$ cat config.mk
export PLATFORM = sky130hd
export DESIGN_NAME = output_membrane_accumulator_flat
export DESIGN_NICKNAME = d
export VERILOG_FILES = /design/src/rtl/spike_event_if.sv /design/src/rtl/output_membrane_accumulator.sv /design/src/flat_wrapper.sv
export SDC_FILE = /design/constraint.sdc
export NUM_CORES = 1
export LEC_CHECK = 0
export ABC_AREA = 1
export ABC_CLOCK_PERIOD_IN_PS = 7700
export BUFFER_PORTS_ARGS = -buffer_cell sky130_fd_sc_hd__buf_4
export CORE_MARGIN = 4
export CORE_UTILIZATION = 55
export CTS_CLUSTER_DIAMETER = 150
export DETAILED_ROUTE_END_ITERATION = 10
export GPL_ROUTABILITY_DRIVEN = 0
export PLACE_DENSITY = 0.9
export REMOVE_ABC_BUFFERS = 1
export SYNTH_ARGS = -nofsm -noshare
export SYNTH_HDL_FRONTEND = slang
export SYNTH_SLANG_ARGS = --single-unit
$ cat constraint.sdc
create_clock -name clk -period 7.7 [get_ports clk]
set_input_delay 0.77 -clock clk [delete_from_list [all_inputs] [get_ports clk]]
set_output_delay 0.77 -clock clk [all_outputs]
set_load 0.005 [all_outputs]
$ cat src/rtl/spike_event_if.sv
// Weighted spike event stream feeding the output-layer membrane accumulator.
// The producer drives valid/class/weight; the accumulator answers with ready.
interface spike_event_if #(
  parameter int BIT_WIDTH_WEIGHT = 8
);
  logic                               in_valid_i;
  logic                               in_ready_o;
  logic        [3:0]                  in_class_i;
  logic signed [BIT_WIDTH_WEIGHT-1:0] in_weight_i;

  modport master (
    output in_valid_i,
    output in_class_i,
    output in_weight_i,
    input  in_ready_o
  );

  modport slave (
    input  in_valid_i,
    input  in_class_i,
    input  in_weight_i,
    output in_ready_o
  );
endinterface

$ cat src/rtl/output_membrane_accumulator.sv
// Output-layer membrane accumulator: adds weighted spike events into ten
// saturating signed class membranes over TIMESTEP steps, then freezes them
// and flags them valid for the combinational winner comparator downstream.
module output_membrane_accumulator #(
  parameter int BIT_WIDTH_BIG_MEMBRANE = 16,
  parameter int BIT_WIDTH_WEIGHT       = 8,
  parameter int TIMESTEP               = 8,
  parameter int BIT_WIDTH_TIMESTEP     = 4
) (
  input  logic                                     clk,
  input  logic                                     reset,
  input  logic                                     start_i,
  spike_event_if.slave                             evt,
  input  logic                                     step_done_i,
  input  logic                                     result_ack_i,
  output logic signed [BIT_WIDTH_BIG_MEMBRANE-1:0] variable0_o,
  output logic signed [BIT_WIDTH_BIG_MEMBRANE-1:0] variable1_o,
  output logic signed [BIT_WIDTH_BIG_MEMBRANE-1:0] variable2_o,
  output logic signed [BIT_WIDTH_BIG_MEMBRANE-1:0] variable3_o,
  output logic signed [BIT_WIDTH_BIG_MEMBRANE-1:0] variable4_o,
  output logic signed [BIT_WIDTH_BIG_MEMBRANE-1:0] variable5_o,
  output logic signed [BIT_WIDTH_BIG_MEMBRANE-1:0] variable6_o,
  output logic signed [BIT_WIDTH_BIG_MEMBRANE-1:0] variable7_o,
  output logic signed [BIT_WIDTH_BIG_MEMBRANE-1:0] variable8_o,
  output logic signed [BIT_WIDTH_BIG_MEMBRANE-1:0] variable9_o,
  output logic                                     membrane_valid_o,
  output logic        [BIT_WIDTH_TIMESTEP-1:0]     step_count_o,
  output logic                                     error_o
);

  localparam int W          = BIT_WIDTH_BIG_MEMBRANE;
  localparam int NUM_CLASS  = 10;

  localparam logic signed [W-1:0] MEM_MAX = {1'b0, {(W-1){1'b1}}};
  localparam logic signed [W-1:0] MEM_MIN = {1'b1, {(W-1){1'b0}}};

  localparam logic [BIT_WIDTH_TIMESTEP-1:0] LAST_STEP  = BIT_WIDTH_TIMESTEP'(TIMESTEP - 1);
  localparam logic [BIT_WIDTH_TIMESTEP-1:0] FINAL_STEP = BIT_WIDTH_TIMESTEP'(TIMESTEP);

  typedef enum logic [1:0] {
    IDLE,
    ACCUM,
    HOLD
  } state_t;

  state_t                state;
  logic                  ready;
  logic signed [W-1:0]   mem [NUM_CLASS];

  logic                  class_ok;
  logic signed [W-1:0]   cur_mem;
  logic signed [W:0]     sum;
  logic signed [W-1:0]   sat_sum;

  // Read the addressed membrane and form its saturated update.
  always_comb begin
    // NOTE: every signal driven here gets a default first so no path leaves
    // it unassigned, which would otherwise infer a latch.
    class_ok = (evt.in_class_i < 4'd10);
    cur_mem  = '0;
    sat_sum  = '0;
    if (class_ok) cur_mem = mem[evt.in_class_i];
    // One extra bit of headroom so overflow shows up as a sign disagreement.
    sum = (W+1)'(cur_mem) + (W+1)'(evt.in_weight_i);
    if (sum[W] != sum[W-1]) sat_sum = sum[W] ? MEM_MIN : MEM_MAX;
    else                    sat_sum = sum[W-1:0];
  end

  // Control FSM, step counter, flags and the single membrane write path.
  always_ff @(posedge clk or posedge reset) begin
    // NOTE: sequential state uses non-blocking assignments so every register
    // samples pre-edge values; a same-class event on the next cycle reads the
    // freshly written membrane through the register, with no bypass needed.
    if (reset) begin
      state            <= IDLE;
      ready            <= 1'b0;
      membrane_valid_o <= 1'b0;
      step_count_o     <= '0;
      error_o          <= 1'b0;
      // NOTE: the membrane array is reset explicitly because an aborted
      // inference must leave no partial result on the outputs.
      for (int k = 0; k < NUM_CLASS; k++) mem[k] <= '0;
    end else if (start_i) begin
      // Start wins in every state and discards any same-cycle event or step.
      state            <= ACCUM;
      ready            <= 1'b1;
      membrane_valid_o <= 1'b0;
      step_count_o     <= '0;
      error_o          <= 1'b0;
      for (int k = 0; k < NUM_CLASS; k++) mem[k] <= '0;
    end else begin
      case (state)
        IDLE: begin
          ready <= 1'b0;
        end
        ACCUM: begin
          if (evt.in_valid_i && ready) begin
            if (class_ok) begin
              for (int k = 0; k < NUM_CLASS; k++) begin
                if (evt.in_class_i == 4'(k)) mem[k] <= sat_sum;
              end
            end else begin
              error_o <= 1'b1;
            end
          end
          if (step_done_i) begin
            if (step_count_o == LAST_STEP) begin
              state            <= HOLD;
              ready            <= 1'b0;
              membrane_valid_o <= 1'b1;
              step_count_o     <= FINAL_STEP;
            end else begin
              step_count_o <= step_count_o + 1'b1;
            end
          end
        end
        HOLD: begin
          if (result_ack_i) begin
            state            <= IDLE;
            membrane_valid_o <= 1'b0;
          end
        end
        default: begin
          state <= IDLE;
          ready <= 1'b0;
        end
      endcase
    end
  end

  assign evt.in_ready_o = ready;

  assign variable0_o = mem[0];
  assign variable1_o = mem[1];
  assign variable2_o = mem[2];
  assign variable3_o = mem[3];
  assign variable4_o = mem[4];
  assign variable5_o = mem[5];
  assign variable6_o = mem[6];
  assign variable7_o = mem[7];
  assign variable8_o = mem[8];
  assign variable9_o = mem[9];

endmodule

$ cat src/flat_wrapper.sv
// flat-port wrapper written by rule: the top's interface ports become plain ports
module output_membrane_accumulator_flat 
#(
  parameter int BIT_WIDTH_BIG_MEMBRANE = 16,
  parameter int BIT_WIDTH_WEIGHT       = 8,
  parameter int TIMESTEP               = 8,
  parameter int BIT_WIDTH_TIMESTEP     = 4
)
  (clk, reset, start_i, step_done_i, result_ack_i, variable0_o, variable1_o, variable2_o, variable3_o, variable4_o, variable5_o, variable6_o, variable7_o, variable8_o, variable9_o, membrane_valid_o, step_count_o, error_o, evt_in_valid_i, evt_in_class_i, evt_in_weight_i, evt_in_ready_o);
  spike_event_if #(.BIT_WIDTH_WEIGHT(BIT_WIDTH_WEIGHT)) evt_i ();
  input  logic clk;
  input  logic reset;
  input  logic start_i;
  input  logic step_done_i;
  input  logic result_ack_i;
  output logic signed [BIT_WIDTH_BIG_MEMBRANE-1:0] variable0_o;
  output logic signed [BIT_WIDTH_BIG_MEMBRANE-1:0] variable1_o;
  output logic signed [BIT_WIDTH_BIG_MEMBRANE-1:0] variable2_o;
  output logic signed [BIT_WIDTH_BIG_MEMBRANE-1:0] variable3_o;
  output logic signed [BIT_WIDTH_BIG_MEMBRANE-1:0] variable4_o;
  output logic signed [BIT_WIDTH_BIG_MEMBRANE-1:0] variable5_o;
  output logic signed [BIT_WIDTH_BIG_MEMBRANE-1:0] variable6_o;
  output logic signed [BIT_WIDTH_BIG_MEMBRANE-1:0] variable7_o;
  output logic signed [BIT_WIDTH_BIG_MEMBRANE-1:0] variable8_o;
  output logic signed [BIT_WIDTH_BIG_MEMBRANE-1:0] variable9_o;
  output logic membrane_valid_o;
  output logic        [BIT_WIDTH_TIMESTEP-1:0] step_count_o;
  output logic error_o;
  input wire logic [$bits(evt_i.in_valid_i)-1:0] evt_in_valid_i;
  input wire logic [$bits(evt_i.in_class_i)-1:0] evt_in_class_i;
  input wire logic [$bits(evt_i.in_weight_i)-1:0] evt_in_weight_i;
  output wire logic [$bits(evt_i.in_ready_o)-1:0] evt_in_ready_o;
  assign evt_i.in_valid_i = evt_in_valid_i;
  assign evt_i.in_class_i = evt_in_class_i;
  assign evt_i.in_weight_i = evt_in_weight_i;
  assign evt_in_ready_o = evt_i.in_ready_o;
  output_membrane_accumulator #(.BIT_WIDTH_BIG_MEMBRANE(BIT_WIDTH_BIG_MEMBRANE), .BIT_WIDTH_WEIGHT(BIT_WIDTH_WEIGHT), .TIMESTEP(TIMESTEP), .BIT_WIDTH_TIMESTEP(BIT_WIDTH_TIMESTEP)) u_core (.clk(clk), .reset(reset), .start_i(start_i), .evt(evt_i), .step_done_i(step_done_i), .result_ack_i(result_ack_i), .variable0_o(variable0_o), .variable1_o(variable1_o), .variable2_o(variable2_o), .variable3_o(variable3_o), .variable4_o(variable4_o), .variable5_o(variable5_o), .variable6_o(variable6_o), .variable7_o(variable7_o), .variable8_o(variable8_o), .variable9_o(variable9_o), .membrane_valid_o(membrane_valid_o), .step_count_o(step_count_o), .error_o(error_o));
endmodule
After elaboration in Yosys (flattened, before gate mapping)
Index checks and enable logic that the tools add are counted.
{ "totals": {"reg_bits": 169, "input_bits": 18, "out_inout_bits": 167, "elab_cells": 114} }
{ "classes": {"addsub": 2, "order_cmp": 2, "n_eq_ne": 19, "n_mux": 42, "bitwise_logic": 1, "n_reduce_logical": 33} }
{ "op_table": {"columns": ["operator", "n"], "rows": [
  ["$mux W160", 4],
  ["$mux W16", 15],
  ["$bmux W16 S4", 1],
  ["$reduce_and A4 Y1", 12],
  ["$reduce_bool A2 Y1", 14],
  ["$eq A4 B3 Y1 const B", 5],
  ["$add A16 B8 Y17", 1],
  ["$mux W4", 4],
  ["$mux W1", 11],
  ["$eq A4 B2 Y1 const B", 2],
  ["$eq A4 B4 Y1 const B", 2],
  ["$mux W2", 4],
  ["$ne A2 B2 Y1 const B", 3],
  ["$ne A3 B3 Y1 const B", 2],
  ["$pmux W2 S3", 1],
  ["$reduce_and A3 Y1", 2],
  ["$ge A5 B5 Y1 const B", 1],
  ["$not A4 Y5", 1],
  ["$add A4 B1 Y4 const B", 1],
  ["$eq A4 B1 Y1 const B", 1],
  ["$logic_not A4 Y1", 1],
  ["$lt A4 B4 Y1 const B", 1],
  ["$pmux W1 S2", 2],
  ["$ne A3 B2 Y1 const B", 1],
  ["7 further kinds", 7]
]} }

Depth between registers and ports, before layout
{ "logic_depth": {"word_depth": 13, "mapped_depth": 23, "ltp_nobuf": 20} }

Worst setup path after synthesis
No wires, ideal clock.
{ "synth_timing": {"path_kind": "in2reg", "from": "in evt_in_class_i[1]", "to": "reg u_core.mem, in the netlist u_core.variable0_o[1]", "arrival_time_ns": 3.450, "t_required_ns": 7.581, "slack_ns": 4.131, "stages": 21, "n_path_buf": 3, "cell_sequence": "clkbuf_2 nor2_2 nand3_1 inv_2 clkbuf_1 a22oi_1 nand3_1 ha_1 nand2_1 inv_1 a21oi_2 nand2_2 nand2_1 nand2_1 nand2_1 nand2_1 nand2_2 buf_4 nand2_1 nand3_1 nand2_1"} }
{ "synth_via": {"elab_chain_cells": 13} }
{ "synth_rtl": {"columns": ["item", "line_no", "source"], "rows": [
  ["from (decl)", "flat_wrapper.sv:30", "input wire logic [$bits(evt_i.in_class_i)-1:0] evt_in_class_i;"],
  ["$not A4 Y5 (implied by the code)", "output_membrane_accumulator.sv:62", "if (class_ok) cur_mem = mem[evt.in_class_i];"],
  ["$bmux W16 S4", "output_membrane_accumulator.sv:62", null],
  ["$mux W16 (implied by the code) (2 in a row)", "output_membrane_accumulator.sv:62", null],
  ["$mux W16", "output_membrane_accumulator.sv:62", null],
  ["$add A16 B8 Y17", "output_membrane_accumulator.sv:64", "sum = (W+1)'(cur_mem) + (W+1)'(evt.in_weight_i);"],
  ["$mux W16 or $ne A1 B1 Y1 (tied branches)", "output_membrane_accumulator.sv:65", "if (sum[W] != sum[W-1]) sat_sum = sum[W] ? MEM_MIN : MEM_MAX;"],
  ["$mux W16", "output_membrane_accumulator.sv:65", null],
  ["$mux W16", "output_membrane_accumulator.sv:100", "if (evt.in_class_i == 4'(k)) mem[k] <= sat_sum;"],
  ["$mux W160", "output_membrane_accumulator.sv:98", "if (class_ok) begin"],
  ["$mux W160", "output_membrane_accumulator.sv:97", "if (evt.in_valid_i && ready) begin"],
  ["$mux W160", "output_membrane_accumulator.sv:92", "case (state)"],
  ["$mux W160", "output_membrane_accumulator.sv:83", "end else if (start_i) begin"],
  ["to (signal, indexed assignment)", "output_membrane_accumulator.sv:100", null],
  ["to (decl)", "output_membrane_accumulator.sv:48", "logic signed [W-1:0] mem [NUM_CLASS];"]
]} }
Parallel ways exist; a longest one is shown, timed or not. The select of a mux whose other input is x is not followed.
A chain may end at the register's enable or synchronous reset.

Worst setup path after layout
{ "layout_timing": {"from": "in evt_in_class_i[1]", "to": "reg u_core.mem, in the netlist u_core.variable5_o[14]"} }
Same word-level chain as after synthesis.

==> metrics <==
Post-DP Area=10500 um2; final setup fails=0; commonest cells in the netlist=520 x nand2_1, 183 x nand3_1, 169 x dfrtp_1; vias=9427; Synthesis Warnings=0; Total Wirelength=29900 um; Hold Fails Final Rpt=0; cell mode on critical path=nand2_1; max-slew violations=0; Yosys top cell by area=dfrtp_1; Syn Area/Cell=7.66 um2; Die X-Extent=136 um; most frequent cell after synthesis=nand2_1; Synth Instances=1173; HP Class=in -> async; CP top delay family=simple AND/OR/NAND/NOR gates; Post-DRT Antenna Nets=0; clk sinks=169; CTS resizes=0; top cells by area, synth=dfrtp_1 47%, nand2_1 22%, nand3_1 10%; H-tree levels=4; actual slew at the worst max-slew pin=1.08 ns; Layout area overhead=23.7%; layout cells sized above 1=19.8%; clock latency on the worst-skew pair=0.45 ns; relative slew slack=27.6%; Critical Path RT=8.03 ns; Post-CTS Setup Bufs=0; CTS Hold Bufs=0; clock tree buffer depth=2; Peak VDD IR=0.237 mV; Core ar.=15900 um2; # DRC=0; CP peak stage delay=0.54 ns; crit path DAT=4.65 ns; final period utilization=56.2%; Root Driver=clkbuf_16; CTS clk-pin slew, worst paths=0.06 ns; CTS Buf Count=17; pwr dens=325 nW/um2; synthesized flop and latch total=169; Via density=6.04; gr usage total=32.4%; die area=18400 um2; DR iter-0 viols=1278; TritonRoute pass-1 iters=6; Fmax=0.231 GHz; hpwl dp=20000 um; number of enable flip-flop cells after synthesis=0; Critical Path End Type=register; first-pass GRT wire length=46600 um; critical path's slowest cell=nand3_1; ANT cells=0; Max Cap Viol=0; final setup TNS=0 ns; critical-path cell list=buf_4 -> nor2_2 -> buf_4 -> nand3_1 -> inv_2 -> a22oi_1 -> nand3_1 -> ha_1 -> fa_1 -> nand2_1 -> nand2_1 -> nand3_1 -> nand2_1 -> nand2_1 -> nand3_1 -> nand2_1 -> nand2_1 -> nand3_1 -> nand3_1 -> nand2_1; Post-synth ARST share=100%; startpoint types=primary input; Unique masters post-synth=34; top_reg_cell synth=dfrtp_1; Worst Setup Path Type=in -> reg; critical path fanouts, max=35; WL/cell=19.1 um; Layout Nets=1370; register area share after synthesis=47.1%; Initial Utilization=56.3%; worst path bufs/invs=3; Final Cell Area=11100 um2; IO Pins=185; Mapped Area=8980 um2; clk_skew=0.00965 ns; CTS tree=yes; Row Count=46; Leakage=0.00613 uW; total global routing overflow=0; Die Y=136 um; Period minus WS final=4.33 ns; final core utilization=69.7%; post-synth top area share=47.1%; port bufs=184; antenna violations before repair=0; RSZ-0062 raised after global routing=false; pin count of the biggest net entering global routing=87; vias in the first global route=9041; outcome=completed
## power by group
part | switching, uW | internal [uW] | leakage (uW)
clock | 366 | 576 | 0.000308
sequential | 254 | 1140 | 0.00219
combinational | 731 | 545 | 0.00364
## routing by layer
layer	track usage (%)	vias to the layer above	share of wire [%]
li1	-	4182	-
met1	43.8	4411	38
met2	48.6	712	46
met3	7.43	122	12
met4	17.3	0	4.8
met5	0	-	0
## worst reg2reg max path: cells and delay by family, from the launching register on
kind / cells / cell delay (ns)
AND/OR/NAND/NOR: 15 / 2.35
adder cells (fa/ha/maj): 2 / 0.65
flip-flops: 1 / 0.42
AO/OA/AOI/OAI: 1 / 0.20
## cell families after synthesis
kind of cell | after synthesis | share of synthesized area (%)
AO/OA/AOI/OAI | 94 | 7.20
XOR/XNOR | 9 | 0.877
adder cells (fa/ha/maj) | 18 | 2.59
buffers and inverters | 118 | 6.04
flip-flops | 169 | 47.1
AND/OR/NAND/NOR | 765 | 36.2
## path summary, 6_finish.rpt
check                                      start                     end  slack [ns]  cells past startpoint
max                            evt_in_class_i[1]  u_core.variable5_o[14]        3.37                     20
min                                        reset   u_core.variable0_o[2]        0.44                      2
max reg2reg                u_core.variable3_o[0]  u_core.variable5_o[14]        3.97                     18
min reg2reg                       u_core.error_o          u_core.error_o        0.51                      2
max in group asynchronous                  reset  u_core.variable7_o[12]        5.72                      3
min in group clk                  u_core.error_o          u_core.error_o        0.51                      2
## placed cells by master (no fill, tap or decap), drive strengths merged, types with 2 or more instances in the layout
cell      instances
clkinv            4
a22oi            48
inv              60
nor2             24
o21bai            2
buf             199
bufinv            4
o21ai            15
xor2              2
nand2           523
clkbuf           21
ha               17
xnor2             7
nand4            17
nor3              3
nand3           193
nand3b            3
a21oi            25
clkinvlp          3
dfrtp           169
## stage by stage
step | std cells | hold slack, ns | total power [uW] | setup WS (ns)
after floorplan | 1116 | 0.465 | 1960 | 0.916
after global placement | 1531 | 0.483 | 2600 | 3.27
after detailed placement | 1531 | 0.491 | 2640 | 3.09
after CTS | 1562 | 0.498 | 3580 | 3.53
after global routing | 1562 | 0.532 | 3780 | 3.08
final | 1562 | 0.442 | 3610 | 3.37
## state kept, by name, summed over array words and instances, names as in the netlist
register,count
u_core.evt.in_ready_o,1
u_core.membrane_valid_o,1
u_core.variable9_o,16
u_core.variable4_o,16
u_core.variable2_o,16
u_core.variable5_o,16
u_core.error_o,1
u_core.state,2
u_core.variable6_o,16
u_core.step_count_o,4
u_core.variable1_o,16
u_core.variable7_o,16
u_core.variable8_o,16
u_core.variable0_o,16
u_core.variable3_o,16
## cell type report
| type | instances | area, um2 |
|---|---|---|
| Clock buffer | 21 | 480 |
| Clock inverter | 10 | 165 |
| Fill cell | 1238 | 4830 |
| Inverter | 61 | 234 |
| Multi-Input combinational cell | 886 | 4220 |
| Sequential cell | 169 | 4230 |
| Tap cell | 216 | 270 |
| Timing Repair Buffer | 199 | 1510 |
Note: power is estimated with default switching activity, not from simulation.
